$ cat src/rtl/matrix_sram_loader.sv
// matrix_sram_loader: writes a header+row-major matrix word stream into SRAM at addresses 0..N
module matrix_sram_loader #(
   parameter int ADDR_WIDTH = 16,
   parameter int DATA_WIDTH = 32,
   parameter int DEPTH      = 4096
) (
   input  logic                  clk,
   input  logic                  reset_n,
   input  logic                  start,
   input  logic                  abort,
   input  logic                  in_valid,
   output logic                  in_ready,
   input  logic [DATA_WIDTH-1:0] in_data,
   output logic                  sram_write_enable,
   output logic [ADDR_WIDTH-1:0] sram_write_address,
   output logic [DATA_WIDTH-1:0] sram_write_data,
   output logic                  busy,
   output logic                  load_done,
   output logic                  load_error,
   output logic [ADDR_WIDTH-1:0] element_count
);
   typedef enum logic [1:0] {IDLE, HEADER, DATA, DONE} state_t;
   state_t state;
   logic [31:0] total;
   logic [31:0] prod;
   logic xfer;
   logic hdr_bad;
   assign in_ready = (state == HEADER) || (state == DATA);
   assign busy     = state != IDLE;
   assign xfer     = in_valid && in_ready;
   assign prod     = 32'(in_data[31:16]) * 32'(in_data[15:0]);
   assign hdr_bad  = ~|in_data[31:16] || ~|in_data[15:0] || (prod > 32'(DEPTH - 1));
   always_ff @(posedge clk) begin
      if (!reset_n) begin
         state              <= IDLE;
         total              <= '0;
         sram_write_enable  <= 1'b0;
         sram_write_address <= '0;
         sram_write_data    <= '0;
         load_done          <= 1'b0;
         load_error         <= 1'b0;
         element_count      <= '0;
      end else begin
         sram_write_enable <= 1'b0;
         load_done         <= 1'b0;
         if (abort) state <= IDLE;
         else begin
            case (state)
               IDLE: if (start) begin
                  state         <= HEADER;
                  load_error    <= 1'b0;
                  element_count <= '0;
               end
               HEADER: if (xfer) begin
                  sram_write_enable  <= 1'b1;
                  sram_write_address <= '0;
                  sram_write_data    <= in_data;
                  total              <= prod;
                  load_error         <= hdr_bad;
                  load_done          <= hdr_bad;
                  state              <= hdr_bad ? DONE : DATA;
               end
               DATA: if (xfer) begin
                  sram_write_enable  <= 1'b1;
                  sram_write_address <= element_count + ADDR_WIDTH'(1);
                  sram_write_data    <= in_data;
                  element_count      <= element_count + ADDR_WIDTH'(1);
                  load_done          <= 32'(element_count) == total - 32'd1;
                  state              <= (32'(element_count) == total - 32'd1) ? DONE : DATA;
               end
               DONE: state <= IDLE;
               default: state <= IDLE;
            endcase
         end
      end
   end
endmodule

$ cat config.mk
export PLATFORM = sky130hd
export DESIGN_NAME = matrix_sram_loader
export DESIGN_NICKNAME = d
export VERILOG_FILES = /design/src/rtl/matrix_sram_loader.sv
export SDC_FILE = /design/constraint.sdc
export NUM_CORES = 1
export LEC_CHECK = 0
export CAP_MARGIN = 20
export CORE_MARGIN = 2
export CORE_UTILIZATION = 60
export CTS_CLUSTER_SIZE = 14
export DETAILED_ROUTE_END_ITERATION = 10
export GPL_ROUTABILITY_DRIVEN = 0
export PLACE_DENSITY = 0.8
export SLEW_MARGIN = 20
export SYNTH_ARGS = -nofsm -noshare
export SYNTH_HDL_FRONTEND = slang
export SYNTH_SLANG_ARGS = --single-unit
export TNS_END_PERCENT = 1
$ cat constraint.sdc
create_clock -name clk -period 8.82 [get_ports clk]
set_input_delay 1.764 -clock clk [delete_from_list [all_inputs] [get_ports clk]]
set_output_delay 1.764 -clock clk [all_outputs]
set_load 0.005 [all_outputs]
==> reports/results.env <==
FINALCRITPERIODSHARE_PCT=97.7
DETAIL_ROUTE.DRC_VIOLATIONS=0
IO_BUFFER_COUNT=105
CTS_HTREE_LEVELS=3
SEQUENTIAL_CELL_AREA_FRACTION_IN_THE_YOSYS_REPORT_PCT=14.9
SKEW_NS=0.0104
R2R_SLACK_NS=5.69
DP_HPWL_UM=28700
DIE_AREA_UM2=23900
MAX_CAP_VIOLATIONS=0
DIE_W_UM=155
CTS-HOLD-FIX-BUFFERS=0
FINAL_CELL_COUNT_NO_FILL=2054
PATH_COMMON_CELL='sky130_fd_sc_hd__fa_1'
CLOCK-SINKS=101
ANTENNA_VIOLATIONS_BEFORE_REPAIR=0
STATUS='finished, final reports clean'
SYNTH-WARNING-COUNT=0
CRITICAL_PATH_CELL_COUNT=24
AREA_GROWTH_SYN_TO_LAYOUT_PCT=13.4
CRIT_TYPE='primary input to flip-flop'
CRIT_PATH_CELL_TRACE='clkdlybuf4s50_1, buf_4, buf_4, nand2_1, fa_1, inv_1, fa_1, fa_1, fa_1, fa_1, inv_1, fa_1, inv_1, ha_1, a21oi_1, o21ai_0, nor4_1, nand3_1, and3_1, a211oi_1, nand4_1, o41ai_1, buf_4, o21ai_0'
POST-ROUTE-UTIL_PCT=68.8
RSZ0062_AT_GRT='false'
YOSYS_REGISTER_BITS=101
CRIT_PATH_START='in_data[26]'
FINAL_NUMBER_OF_SETUP_VIOLATING_ENDPOINTS=0
IO-PIN-COUNT=106
YOSYS.CELL_TYPES.COUNT=61
OVERFLOW_LEFT_AFTER_GLOBAL_ROUTING=0
SYNTH-ASYNC-RESET-RATIO_PCT=0
DETAILROUTE.VIA_COUNT=12000
CLKSLEWWORSTSETUPHOLDPATHS_NS=0.08
DIE_H_UM=155
CRITPATHCAPTURETYPE='flip-flop'
MAX_SLEW_MARGIN_PCT=44.9
CELL_FAMILY_WITH_MOST_CP_DELAY='adder cells'
R2R-END='element_count[2]'
HOLD_VIOL_FINAL=0
DIODES=0
CRIT_PATH_MAX_FANOUT=12
PERIOD_NEEDED_NS=8.62
MAX_FREQ_GHz=0.116
PLACE.DETAILED.INSTANCES=2039
HOLD_WS_NS=0.452
WORST_EP_REQUIRED_TIME_NS=9.04
POST_DRT_WL_PER_CELL_UM=17.5
WORSTSKEWPAIRLATENCY_NS=0.35
GRT_PASS1_VIAS=12200
CRITPATHARRIVALTIME_NS=8.83
SYNTH_AREA_LEADERS='sky130_fd_sc_hd__fa_1 29%, sky130_fd_sc_hd__dfxtp_1 15%, sky130_fd_sc_hd__ha_1 10%'
TRITONCTS='done'
DRT_ITER0_MARKERS=894
GRT_PASS1_WL_UM=59900
ORIGIN_OF_THE_CRITICAL_FLOP_TO_FLOP_PATH='state[0]'
FINISH.NET_COUNT=2105
TIGHTEST_SLEW_NS=0.826
POST_ROUTE_CELLS_DRIVE_ABOVE_1_SHARE_PCT=5.31
CTS_BUFFERS=9
CRITICAL_PATH.ENDPOINT='load_error'
DRT-VIAS-PER-INSTANCE=5.82
SYNTH.NET_COUNT=2029
CELL_AREA_AFTER_SYNTHESIS_UM2=13600
CRITICAL_PATH_CELL_WITH_THE_HIGHEST_STAGE_DELAY='sky130_fd_sc_hd__fa_1'
STARTPOINT_TYPE='primary input'
SYN-MEAN-INSTANCE-AREA_UM2=8.06
GRT_USAGE_PCT=31.1
WORSTHOLDPATHTYPE='flip-flop to flip-flop'
POSTSYNTHCELLCOUNT=1689
INITIAL_STANDARD_CELL_UTILIZATION_OF_THE_CORE_PCT=60.7
CP_NUM_BUF_INV=7
DETAIL_ROUTE.WIRELENGTH_UM=35900
WORST_R2R_PATH_DEPTH=10
ANTENNA_LEFT=0
SYNTH_EDF_COUNT=0
TNS_NS=0
GRT_START_MAX_NET_PINS=77
DETAIL_ROUTE.FIRST_PASS.ITERATIONS=5
YOSYSTOPAREACELLSHARE_PCT=28.5
CORE_AREA_UM2=22400
FINAL-MAX-SLEW-VIOLATION-COUNT=0
YS.FLOP_TYPE='sky130_fd_sc_hd__dfxtp_1'
SYNTHDOMINANTAREACELLTYPE='sky130_fd_sc_hd__fa_1'
CTS_BUFFER_DEPTH=2
FLOORPLAN.ROWS=55
CLOCK-ROOT-BUFFER='sky130_fd_sc_hd__clkbuf_16'
CRITICAL_PATH.MAX_STAGE_DELAY_NS=0.56
[layout by cell type (no fill, tap or decap), types with 23 or more instances in the layout]
cell and instances:
sky130_fd_sc_hd__nand2_1 321, sky130_fd_sc_hd__nand3_1 23, sky130_fd_sc_hd__buf_4 54, sky130_fd_sc_hd__ha_1 109, sky130_fd_sc_hd__xnor2_1 28, sky130_fd_sc_hd__fa_1 194
sky130_fd_sc_hd__inv_1 238, sky130_fd_sc_hd__and2_1 117, sky130_fd_sc_hd__nor2_1 64, sky130_fd_sc_hd__clkdlybuf4s50_1 103, sky130_fd_sc_hd__o21ai_0 37, sky130_fd_sc_hd__dfxtp_1 101
sky130_fd_sc_hd__a21oi_1 127
[how the worst min path moves through the flow]
| stage | startpoint | to | slack, ns | cells after the start |
|---|---|---|---|---|
| 2_1_floorplan | total[22] | total[22] | 0.43 | 2 |
| 3_3_place_gp | total[22] | total[22] | 0.44 | 2 |
| 3_5_place_dp | total[22] | total[22] | 0.44 | 2 |
| 4_1_cts | total[22] | total[22] | 0.45 | 2 |
| 5_1_grt | total[22] | total[22] | 0.47 | 2 |
| 6_report | total[22] | total[22] | 0.45 | 2 |
[synthesized netlist by cell type (7+ instances only)]
library cell,instances
sky130_fd_sc_hd__nor4_1,20
sky130_fd_sc_hd__dfxtp_1,101
sky130_fd_sc_hd__inv_1,239
sky130_fd_sc_hd__a21oi_1,127
sky130_fd_sc_hd__a211oi_1,16
sky130_fd_sc_hd__xnor2_1,28
sky130_fd_sc_hd__nor2_1,66
sky130_fd_sc_hd__xor2_1,18
sky130_fd_sc_hd__ha_1,109
sky130_fd_sc_hd__clkbuf_1,93
sky130_fd_sc_hd__nand4_1,12
sky130_fd_sc_hd__fa_1,194
sky130_fd_sc_hd__or3_1,9
sky130_fd_sc_hd__o21ai_0,37
sky130_fd_sc_hd__o211ai_1,7
sky130_fd_sc_hd__mux2i_1,13
sky130_fd_sc_hd__and3_1,10
sky130_fd_sc_hd__a21o_1,9
sky130_fd_sc_hd__nand2_1,321
sky130_fd_sc_hd__nor3_1,21
sky130_fd_sc_hd__and2_1,117
sky130_fd_sc_hd__nand2b_1,8
sky130_fd_sc_hd__nand3_1,23
[cell type report]
type	count	area, um2
Multi-Input combinational cell	1250	10300
Fill cell	1775	7000
Sequential cell	101	2020
Timing Repair Buffer	164	1560
Inverter	239	897
Tap cell	285	357
Clock buffer	9	225
Clock inverter	6	56.3
[stage by stage]
| step | cell area [um2] | setup slack (ns) |
|---|---|---|
| floorplan | 13600 | 0.887 |
| global placement | 15100 | 0.0788 |
| detailed placement | 15100 | 0.00781 |
| CTS | 15400 | 0.343 |
| global route | 15400 | 0.0172 |
| finish | 15400 | 0.203 |
[per-layer routing]
layer	up-vias	global-route usage (%)	wire, um
met4	0	10.8	1100
li1	5537	-	-
met5	-	0	0
met1	5790	40.6	14900
met2	541	51.9	17000
met3	94	6.30	2930
[kinds of logic (layout without fill, tap and decap cells)]
group / Yosys count / after routing / synth area share, %
xor gates and xnor gates: 46 / 46 / 2.96
adders and majority gates: 303 / 303 / 38.6
and+or+nand+nor: 640 / 640 / 22.4
buffers and inverters: 338 / 418 / 9.44
AOI/OAI and AO/OA: 246 / 246 / 10.7
muxes: 15 / 15 / 1.12
DFF: 101 / 101 / 14.9
[registers in the layout, summed over array words and instances (netlist names)]
signal / cells
element_count: 16
state: 2
sram_write_data: 32
load_done: 1
total: 32
load_error: 1
sram_write_address: 16
sram_write_enable: 1
[tightest hold or removal path, stage by stage, from the launching register on]
cell	delay [ns]
sky130_fd_sc_hd__dfxtp_1	0.31
sky130_fd_sc_hd__nand2_1	0.05
sky130_fd_sc_hd__a21oi_1	0.05
[repair_timing]
item                       4_1_cts  5_1_grt
resized for setup                0        3
setup endpoints to repair        0        2
setup buffers                    0        0
Power is left out: the tool's default activity adds up to more than one toggle a clock period on the data nets, which glitch-free logic cannot reach.
